File: src/rtl/ltssm_pkg.sv
// Shared LTSSM types and timing constants.
package ltssm_pkg;

    localparam int unsigned DETECT_12MS_CYCLES_250MHZ = 3_000_000;

    typedef enum logic [2:0] {
        DETECT_IDLE       = 3'd0,
        DETECT_QUIET      = 3'd1,
        DETECT_ACTIVE     = 3'd2,
        DETECT_RETRY_WAIT = 3'd3,
        DETECT_DONE       = 3'd4
    } detect_sm_e;

endpackage

File: src/rtl/ltssm_timeout_timer.sv
// Saturating timeout counter; expired_c pulses on the last enabled count.
module ltssm_timeout_timer #(
    parameter int unsigned TIMEOUT_CYCLES = 2
) (
    input  logic clk_i,
    input  logic rst_ni,
    input  logic clear_i,
    input  logic enable_i,
    output logic expired_c
);

    localparam int unsigned TW = $clog2(TIMEOUT_CYCLES);
    localparam logic [TW-1:0] LAST = TW'(TIMEOUT_CYCLES - 1);

    logic [TW-1:0] count_q;

    // Holds at LAST instead of wrapping; owner clears on every reuse.
    always_ff @(posedge clk_i or negedge rst_ni) begin
        if (!rst_ni) begin
            count_q <= '0;
        end else if (clear_i) begin
            count_q <= '0;
        end else if (enable_i && (count_q != LAST)) begin
            count_q <= count_q + TW'(1);
        end
    end

    assign expired_c = enable_i && (count_q == LAST);

endmodule

File: src/rtl/control_detect.sv
// LTSSM Detect substate controller: Quiet/Active sequencing, PHY receiver
// detection handshake and lane selection ahead of Polling.
module control_detect
    import ltssm_pkg::*;
#(
    parameter int unsigned NUM_LANES      = 1,
    parameter int unsigned TIMEOUT_CYCLES = DETECT_12MS_CYCLES_250MHZ
) (
    input  logic                 clk_i,
    input  logic                 rst_ni,
    input  logic                 detect_en_i,
    input  logic [NUM_LANES-1:0] rx_elec_idle_i,
    output logic                 rx_det_req_o,
    input  logic                 rx_det_done_i,
    input  logic [NUM_LANES-1:0] rx_det_result_i,
    output logic                 polling_en_o,
    output logic [NUM_LANES-1:0] lanes_active_o,
    output detect_sm_e           detect_state_o
);

    detect_sm_e           state_q, state_d;
    logic                 retry_q, retry_d;
    logic [NUM_LANES-1:0] first_result_q, first_result_d;
    logic [NUM_LANES-1:0] lanes_q, lanes_d;
    logic                 rx_det_req_q;
    logic                 polling_en_q;
    logic                 timer_clear_c;
    logic                 timer_en_c;
    logic                 timer_expired_c;

    assign timer_en_c = (state_q == DETECT_QUIET) || (state_q == DETECT_RETRY_WAIT);

    // Fresh timer on every entry into a timed state, and whenever idle.
    assign timer_clear_c = (state_d == DETECT_IDLE)
                        || (((state_d == DETECT_QUIET) || (state_d == DETECT_RETRY_WAIT))
                            && (state_d != state_q));

    ltssm_timeout_timer #(
        .TIMEOUT_CYCLES (TIMEOUT_CYCLES)
    ) u_timer (
        .clk_i     (clk_i),
        .rst_ni    (rst_ni),
        .clear_i   (timer_clear_c),
        .enable_i  (timer_en_c),
        .expired_c (timer_expired_c)
    );

    // Next-state and next-register logic; abort overrides every transition.
    always_comb begin
        state_d        = state_q;
        retry_d        = retry_q;
        first_result_d = first_result_q;
        lanes_d        = lanes_q;

        if ((state_q != DETECT_IDLE) && !detect_en_i) begin
            state_d = DETECT_IDLE;
            retry_d = 1'b0;
            lanes_d = '0;
        end else begin
            unique case (state_q)
                DETECT_IDLE: begin
                    if (detect_en_i) begin
                        state_d = DETECT_QUIET;
                        retry_d = 1'b0;
                    end
                end
                DETECT_QUIET: begin
                    if (timer_expired_c || !(&rx_elec_idle_i)) begin
                        state_d = DETECT_ACTIVE;
                    end
                end
                DETECT_ACTIVE: begin
                    if (rx_det_done_i) begin
                        if (rx_det_result_i == '0) begin
                            state_d = DETECT_QUIET;
                            retry_d = 1'b0;
                        end else if (&rx_det_result_i) begin
                            state_d = DETECT_DONE;
                            lanes_d = rx_det_result_i;
                        end else if (!retry_q) begin
                            state_d        = DETECT_RETRY_WAIT;
                            first_result_d = rx_det_result_i;
                            retry_d        = 1'b1;
                        end else if (rx_det_result_i == first_result_q) begin
                            state_d = DETECT_DONE;
                            lanes_d = rx_det_result_i;
                        end else begin
                            state_d = DETECT_QUIET;
                            retry_d = 1'b0;
                        end
                    end
                end
                DETECT_RETRY_WAIT: begin
                    if (timer_expired_c) begin
                        state_d = DETECT_ACTIVE;
                    end
                end
                DETECT_DONE: begin
                    state_d = DETECT_DONE;
                end
                default: begin
                    state_d = DETECT_IDLE;
                    retry_d = 1'b0;
                    lanes_d = '0;
                end
            endcase
        end
    end

    // State and registered outputs, decoded from the next state.
    always_ff @(posedge clk_i or negedge rst_ni) begin
        if (!rst_ni) begin
            state_q        <= DETECT_IDLE;
            retry_q        <= 1'b0;
            first_result_q <= '0;
            lanes_q        <= '0;
            rx_det_req_q   <= 1'b0;
            polling_en_q   <= 1'b0;
        end else begin
            state_q        <= state_d;
            retry_q        <= retry_d;
            first_result_q <= first_result_d;
            lanes_q        <= lanes_d;
            rx_det_req_q   <= (state_d == DETECT_ACTIVE);
            polling_en_q   <= (state_d == DETECT_DONE);
        end
    end

    assign rx_det_req_o   = rx_det_req_q;
    assign polling_en_o   = polling_en_q;
    assign lanes_active_o = lanes_q;
    assign detect_state_o = state_q;

endmodule

File: config.mk
export PLATFORM = sky130hd
export DESIGN_NAME = control_detect
export DESIGN_NICKNAME = d
export VERILOG_FILES = /design/src/rtl/ltssm_pkg.sv /design/src/rtl/ltssm_timeout_timer.sv /design/src/rtl/control_detect.sv
export SDC_FILE = /design/constraint.sdc
export NUM_CORES = 1
export LEC_CHECK = 0
export ABC_AREA = 1
export BUFFER_PORTS_ARGS = -buffer_cell sky130_fd_sc_hd__buf_2
export CAP_MARGIN = 20
export CORE_UTILIZATION = 60
export DETAILED_ROUTE_END_ITERATION = 10
export PLACE_DENSITY_LB_ADDON = 0.1
export RECOVER_POWER = 100
export SETUP_SLACK_MARGIN = 0.4
export SLEW_MARGIN = 25
export SYNTH_ARGS = -nofsm -noshare
export SYNTH_HDL_FRONTEND = slang
export SYNTH_SLANG_ARGS = --single-unit
File: constraint.sdc
create_clock -name clk_i -period 2.3 [get_ports clk_i]
set_clock_uncertainty 0.1 [all_clocks]
set_input_delay 0.115 -clock clk_i [delete_from_list [all_inputs] [get_ports clk_i]]
set_output_delay 0.115 -clock clk_i [all_outputs]
set_load 0.02 [all_outputs]
; After elaboration in Yosys (flattened, before gate mapping)
; Index checks and enable logic that the tools add are counted.
[classes]
addsub = 1
multipliers = 0
div = 0
magnitude_cmp = 0
eq_ne = 14
shift = 0
muxes = 13
bitwise = 0
n_reduce_logical = 16
[op_table]
columns = op, count
row1 = $mux W22, 2
row2 = $add A22 B1 Y22 const B, 1
row3 = $eq A22 B22 Y1 const B, 1
row4 = $ne A22 B22 Y1 const B, 1
row5 = $mux W3, 6
row6 = $pmux W3 S5, 1
row7 = $eq A3 B2 Y1 const B, 4
row8 = $eq A3 B1 Y1 const B, 2
row9 = $eq A3 B3 Y1 const B, 2
row10 = $logic_not A3 Y1, 2
row11 = $ne A3 B3 Y1 const B, 2
row12 = $logic_and A1 B1 Y1, 4
row13 = $logic_or A1 B1 Y1, 4
row14 = $reduce_or A4 Y1, 1
row15 = $mux W1, 3
row16 = $ne A3 B3 Y1, 1
row17 = $reduce_and A3 Y1, 1
row18 = $reduce_bool A3 Y1, 1
row19 = $logic_not A1 Y1, 2
row20 = $ne A2 B1 Y1 const B, 1
row21 = $pmux W1 S2, 1
row22 = $reduce_bool A2 Y1, 1
[word_totals]
ff_bits = 28
latchBits = 0
ramBits = 0
rom_bits = 0
in_bits = 6
n_memories = 0

; Depth between registers and ports, before layout
; Gate-level depths: netlist of the first run.
[depth]
depth_word = 12
mapped_depth = 14

; Cells and area by module
; A second synthesis of the first run with hierarchy kept.
[hier_totals]
cells_unflattened = 307
hier_area_um2 = 1978.1
[by_module_without_submodules]
columns = module, n_inst, cells_per_inst, area_each_um2
row1 = ltssm_timeout_timer, 1, 243, 1561.5
row2 = control_detect, 1, 64, 416.6

; Worst setup path before layout of the first run
; Ideal clock, no wire load.
[synth_timing]
path_type = flip-flop to flip-flop
from = reg u_timer.count_q[0]
to = reg u_timer.count_q[16]
setup_time_ns = 0.113
t_arrival_ns = 1.545
path_slack_ns = 0.542
path_stages_with_launch = 11
path_buffers = 0
path_cell_list = dfrtp_1 > ha_1 > nand3_1 > nor2_1 > nand4_1 > nor3_1 > nand2_1 > xor2_1 > inv_1 > nand2_1 > inv_1
[synth_via]
elab_chain_cells = 11
[synth_rtl]
columns = element, line_no
row1 = start: declaration, ltssm_timeout_timer.sv:15  ; logic [TW-1:0] count_q;
row2 = start signal: assignment, ltssm_timeout_timer.sv:24  ; count_q <= count_q + TW'(1);
row3 = $eq A22 B22 Y1, ltssm_timeout_timer.sv:28  ; assign expired_c = enable_i && (count_q == LAST);
row4 = $logic_and A1 B1 Y1, ltssm_timeout_timer.sv:28
row5 = $logic_or A1 B1 Y1, control_detect.sv:68  ; if (timer_expired_c || !(&rx_elec_idle_i)) begin
row6 = $mux W3, control_detect.sv:68
row7 = $pmux W3 S5, control_detect.sv:60  ; unique case (state_q)
row8 = $mux W3, control_detect.sv:55  ; if ((state_q != DETECT_IDLE) && !detect_en_i) begin
row9 = $eq A3 B1 Y1 / $eq A3 B2 Y1 (equally long branches), control_detect.sv:35  ; || (((state_d == DETECT_QUIET) || (state_d == DETECT_RETRY_WAIT))
row10 = $logic_or A1 B1 Y1, control_detect.sv:35
row11 = $logic_and A1 B1 Y1, control_detect.sv:36  ; && (state_d != state_q));
row12 = $logic_or A1 B1 Y1, control_detect.sv:35
row13 = $mux W22 / $reduce_bool A2 Y1 (equally long branches), n/a
; Several ways; a longest one is shown, not always the timed one. The select of a mux whose other input is x is not followed.
; A chain may end at the register's enable or synchronous reset.

; Worst setup path after layout of the first run
[layout_timing]
from = reg u_timer.count_q[1]
to = reg u_timer.count_q[2]
; The elaborated chain is that of the path after synthesis.

==> run metrics, run 1 <==
status=complete, but fails checks; violated checks=design-rule violations; Synth Area in Adders=0.00689; fin util=0.762; Syn-to-layout area delta=17.6%; Flop pwr share=0.325; CTS tree=done; TNS Setup=0 ns; fin nets=303; vias per inst=5.10; worst setup path end=u_timer.count_q[2]; Final HPWL DP=between 2000 and 3000 µm; clock tree root buffer cell=clkbuf_4; Port Buf Inserts=11; max-cap violations=0; crit path time final=1.96 ns; largest family of logic cells by synthesized area=simple AND/OR/NAND/NOR gates; Worst R2R Path Depth=14; fmax=511 MHz; routability cong.=a little over 0.8; VDD IR max=0.00103 V; # setup viols final=0; initial antenna violation count=0; switching power=0.000804 W; die height=roughly 57 µm; vias post-DR=1664; sequential-to-total area share from yosys stat=0.386; mux share of post-synthesis cell area=0; Fill cells=between 200 and 250; Max Transition Viols Final=0; Power Dens Cells=877 nW/µm²; gr busiest metal=met2; combinational power share=0.499; Pleak=1.26 nW; final WL=slightly above 4000 µm; critical path arrival=about 2.1 ns; R2R Setup Slk=between 0.3 and 0.4 ns; Internal=0.00107 W; clk slew on worst S/H paths=between 0.15 and 0.2 ns; simple-gate share of the synthesized area=0.341; first-pass GRT wire length=6390 µm; Startpoint Class=register; Starting Density=0.648; clk_lat worst skew=0.33 ns; clock buffer depth=2; synthesized area=~1800 µm²; 1st-iter DRT viols=76; vias in the first global route=1509; CP Max Fanout=11; final worst path period share=0.850; Hold Vio Cnt, Final=0; Die ar.=roughly 3300 µm²; switch share=0.429; TritonCTS Buffers=3; I/O pin total=12; ANT nets after route=0; clock share of power=0.176; register area=702 µm²; Synth Area in Compound Gates=0.0406; post-synth net total=275; synthesized instance count=268; GRT met1 Usage=0.346; DRT Pass-1 Iters=7; Synth Warn #=0; FF+latch count, synth=28; CP startpoint=u_timer.count_q[1]; layout cells sized above 1=0.176; XOR/XNOR Fraction of Synth Area=0.0627; RR Endpoint=u_timer.count_q[2]; Avg Cell Area, Syn=6.78 µm²; library cells used by synthesis=26; H-tree Lvls=1; Inserted Diodes=0; Core Rows=19; largest net degree at the start of global routing=29; footprint of the multi-input gates=approximately 900 µm²; critical path class=register to register; crit end category=register; Clock Sink Count=28; drt wl/cell=12.4 µm; Hold WC Path Type=input port to register; CP Data Required Time=2.49 ns; Critical R2R Launch=u_timer.count_q[1]; M2 GR Usage=0.415; die span in x=approximately 57 µm; DRC violations left=2; met3 Use GR=0.0295; total track usage=0.249; RSZ-0062 raised after global routing=yes; Worst slew margin=0.0140; Slew @ Worst Pin=1.48 ns; Core ar.=2810 µm²; total gr overflow=0
-- cell usage in the layout, fill, tap and decap left out, types with 2 or more instances in the layout --
| cell | n |
|---|---|
| nand2_1 | 71 |
| inv_1 | 62 |
| dfrtp_1 | 27 |
| nor2_1 | 24 |
| nand3_1 | 11 |
| xor2_1 | 11 |
| buf_4 | 11 |
| nand3_2 | 6 |
| inv_2 | 6 |
| clkbuf_1 | 6 |
| nand2_2 | 5 |
| o21ai_0 | 5 |
| nor3_1 | 5 |
| nand4_1 | 5 |
| buf_2 | 5 |
| nor2_2 | 3 |
| nor3_2 | 3 |
| clkbuf_4 | 3 |
| nor2_4 | 2 |
| nor4_1 | 2 |
| xnor2_1 | 2 |
| a21oi_1 | 2 |
| dlygate4sd3_1 | 2 |
-- how the worst min path moves through the flow --
stage	start	endpoint	cells after the start
global placement	rst_ni	u_timer.count_q[10]	1
floorplan	rst_ni	detect_state_o[0]	0
global route	rx_elec_idle_i	detect_state_o[1]	6
CTS	detect_en_i	detect_state_o[1]	5
detailed placement	rst_ni	u_timer.count_q[9]	1
finish	rx_elec_idle_i	detect_state_o[1]	6
-- cell families after synthesis --
| family | count (synthesis) |
|---|---|
| buf+inv | 73 |
| compound gates | 13 |
| simple gates | 140 |
| fa+ha+maj | 1 |
| xor+xnor | 13 |
| flops | 28 |
-- worst max-delay path, cell delays in order (launching register included) --
cell       delay (ns)
dfrtp_1          0.41
ha_1             0.19
nand3_2          0.10
inv_1            0.07
nand2_1          0.05
nor2_1           0.10
nand3_1          0.13
nand3_2          0.09
nand2_1          0.09
inv_2            0.08
nand3_2          0.09
nand3_4          0.11
clkbuf_16        0.18
nand2_1          0.05
inv_1            0.05
-- layout make-up --
cell class | instances | share of cell area
Sequential cell | 28 | 0.328
Tap cell | 31 | 0.0181
Timing Repair Buffer | 26 | 0.0913
Inverter | 70 | 0.124
Clock buffer | 3 | 0.0105
Multi-Input combinational cell | 167 | 0.413
Clock inverter | 1 | 0.0141
-- timing repair --
item | in CTS | in global routing
setup endpoints to repair | 22 | 22
hold buffers | 2 | 0
setup buffers | 1 | 9
pin swaps | 1 | 1
cloned | 0 | 1
endpoints found under the hold margin | 29 | 0
gates resized for setup | 7 | 19
-- sequential cells by signal, indices dropped and copies added, names as in the netlist --
signal / cells
lanes_active_o: 1
detect_state_o: 3
polling_en_o: 1
u_timer.count_q: 22
rx_det_req_o: 1
-- synthesized netlist by cell type --
cell / count / area [µm²]
nor2_4: 1 / 11.3
o22ai_1: 1 / 6.26
nand4_1: 5 / 31.3
nor2_1: 27 / 101
xor2_1: 11 / 96.3
nor3_1: 8 / 40.0
clkinv_1: 1 / 3.75
nor4_1: 2 / 12.5
nand3_1: 15 / 75.1
inv_1: 63 / 236
and2_1: 1 / 6.26
inv_2: 6 / 22.5
a41oi_1: 1 / 8.76
nor3b_1: 1 / 7.51
ha_1: 1 / 12.5
o31ai_1: 1 / 7.51
dfrtp_1: 28 / 701
nand2_1: 71 / 267
a31oi_1: 1 / 6.26
xnor2_1: 2 / 17.5
nand3_2: 3 / 30.0
nand2_2: 5 / 31.3
a21oi_1: 3 / 15.0
buf_6: 3 / 33.8
nor2_2: 1 / 6.26
o21ai_0: 6 / 30.0
-- metal layers --
metal | wire length, µm | vias up
li1 | - | 853
met1 | 1920 | 776
met2 | 1930 | 28
met3 | 136 | 7
met4 | 57 | 0
met5 | 0 | -
-- through the flow --
step	instance area [µm²]	total power [W]	cells	setup slack, ns	hold slack, ns
2_1_floorplan	1820	0.00119	268	0.542	-0.281
5_1_grt	2140	0.00197	326	0.175	0.0835
3_5_place_dp	1890	0.00131	309	0.296	0.0613
3_3_place_gp	1890	0.00129	309	0.345	0.0657
6_report	2140	0.00187	326	0.345	0.0568
4_1_cts	2000	0.00171	316	0.375	0.0407
-- power groups by stage --
stage | clock network (W) | logic (W) | registers, W
after floorplan | 0 | 0.000515 | 0.000672
after global placement | 0 | 0.000674 | 0.000617
after detailed placement | 0 | 0.000689 | 0.000618
after CTS | 0.000332 | 0.000771 | 0.000607
after global routing | 0.000345 | 0.00100 | 0.000618
final | 0.000330 | 0.000935 | 0.000609
(Power assumes the default switching activity.)
==> run 2: changes to the inputs <==
--- a/config.mk
+++ b/config.mk
@@ -10,6 +10,7 @@
 export CAP_MARGIN = 20
 export CORE_UTILIZATION = 60
 export DETAILED_ROUTE_END_ITERATION = 10
+export GPL_TIMING_DRIVEN = 0
 export PLACE_DENSITY_LB_ADDON = 0.1
 export RECOVER_POWER = 100
 export SETUP_SLACK_MARGIN = 0.4
==> run 2 against run 1 <==
Net effect:
- critical path depth is the same
- critical path type unchanged
- largest cell class unchanged
- routed wire length grew 1.4%
- global-route usage grew 1.2 points
- cell count grew 1.5%
- highest routed layer unchanged
- critical endpoint is now u_timer.count_q[14]
- the run still ends with design-rule violations left
==> run metrics, run 2 (synthesis gave the netlist of run 1 again) <==
clock buffer depth=2; total track usage=0.261; vias post-DR=1710; final hold slack=0.0603 ns; RSZ-0062 raised after global routing=yes; Fill cells=181; commonest non-fill, non-tap cell in the layout=nand2_1; Hold Vio Cnt, Final=0; Slew @ Worst Pin=1.46 ns; TritonCTS Buffers=3; critical path class=register to register; status=complete, but fails checks; die height=57.0 µm; max-cap violations=0; H-tree Lvls=1; Power Dens Cells=904 nW/µm²; crit end category=register; Starting Density=0.648; Core Rows=19; DRT Pass-1 Iters=8; routability cong.=0.838; TNS Setup=0 ns; CP Max Fanout=6; final WL=4090 µm; DRC violations left=2; Startpoint Class=register; ANT nets after route=0; vias per inst=~5.2; Largest register FFs=22; Die ar.=3250 µm²; Hold WC Path Type=input port to register; Pleak=1.31 nW; CTS tree=done; 1st-iter DRT viols=116; fmax=roughly 500 MHz; Port Buf Inserts=11; clk_lat worst skew=~0.33 ns; crit path time final=2.00 ns; Core ar.=approximately 2800 µm²; I/O pin total=12; die span in x=about 57 µm; register area=702 µm²; Top reg by flops=u_timer.count_q; fin nets=308; clk slew on worst S/H paths=about 0.15 ns; Syn-to-layout area delta=24.1%; # setup viols final=0; Clock Sink Count=28; CP Data Required Time=approximately 2.5 ns; most frequent cells in the layout=nand2_1, inv_1, dfrtp_1; Worst slew margin=0.0245; clock tree root buffer cell=clkbuf_4; Max Transition Viols Final=0; drt wl/cell=between 10 and 15 µm; footprint of the multi-input gates=975 µm²; first-pass GRT wire length=6620 µm; Inserted Diodes=0; initial antenna violation count=0; largest net degree at the start of global routing=29; layout cells sized above 1=0.267; violated checks=design-rule violations; VDD IR max=0.00105 V; Final HPWL DP=roughly 2600 µm; vias in the first global route=1493; total gr overflow=0; final worst path period share=0.869; critical path arrival=~2.2 ns
run 2: cell count changes in the layout (fill, tap and decap cells not counted), moves of 2 or more:
cell,delta
nor2_4,+2
nand3_2,-4
inv_1,-8
buf_6,+5
nand2_1,-13
nand3_4,+3
nand2_4,+4
nand2_2,+9
nor2_1,-2
buf_4,+2
inv_2,+9
run 2: routing by layer:
layer / vias up / routed length, µm / track usage
met3: 6 / 194 / 0.0204
met5: - / 0 / 0
li1: 868 / - / -
met4: 0 / 45 / 0.101
met2: 47 / 2040 / 0.429
met1: 789 / 1810 / 0.362
run 2: worst max-delay path: stages (launching register included):
cell     delay (ns)
dfrtp_1        0.38
ha_1           0.24
nand3_4        0.13
inv_2          0.07
nand2_1        0.05
nor2_1         0.09
nand3_1        0.09
nand3_1        0.11
nand2_2        0.07
inv_1          0.11
nand3_4        0.10
nand3_4        0.13
buf_6          0.16
nand2_1        0.06
inv_1          0.05
run 2: cell type report:
| cell class | count | share of cell area |
|---|---|---|
| Buffer | 3 | 0.0150 |
| Clock buffer | 3 | 0.00999 |
| Clock inverter | 1 | 0.0133 |
| Inverter | 70 | 0.118 |
| Multi-Input combinational cell | 167 | 0.432 |
| Sequential cell | 28 | 0.311 |
| Tap cell | 31 | 0.0172 |
| Timing Repair Buffer | 28 | 0.0832 |
run 2: path summary, 6_finish.rpt:
check | start | endpoint | slack, ns | cells after the start
max in group asynchronous | rst_ni | u_timer.count_q[13] | 0.61 | 2
min | rx_det_done_i | polling_en_o | 0.06 | 3
min reg2reg | lanes_active_o | lanes_active_o | 0.44 | 2
max reg2reg | u_timer.count_q[1] | u_timer.count_q[14] | 0.30 | 14
min in group asynchronous | rst_ni | u_timer.count_q[8] | 0.54 | 2
max | u_timer.count_q[1] | u_timer.count_q[14] | 0.30 | 14
run 2: through the flow:
stage / cells / setup WS (ns) / util / total power, W / cell area, µm²
after global routing: 331 / 0.151 / 0.804 / 0.00215 / 2250
after global placement: 310 / 0.300 / 0.681 / 0.00139 / 1910
after CTS: 324 / 0.403 / 0.746 / 0.00187 / 2090
final: 331 / 0.302 / 0.804 / 0.00204 / 2250
after detailed placement: 310 / 0.296 / 0.681 / 0.00140 / 1910
after floorplan: 268 / 0.542 / - / 0.00119 / 1820
run 2: report_power, final:
group	internal (W)	leakage (nW)	total, W	switching [W]
logic	0.000408	0.902	0.00111	0.000699
registers	0.000549	0.385	0.000607	0.0000573
clock network	0.000176	0.0279	0.000325	0.000149
total	0.00113	1.31	0.00204	0.000905
run 2: what timing repair did:
action | in CTS | in global routing
pin swaps | 4 | 13
setup endpoints to repair | 21 | 22
setup buffers | 6 | 7
endpoints found under the hold margin | 29 | 0
gates cloned | 2 | 0
resized for setup | 14 | 47
hold buffers | 2 | 0
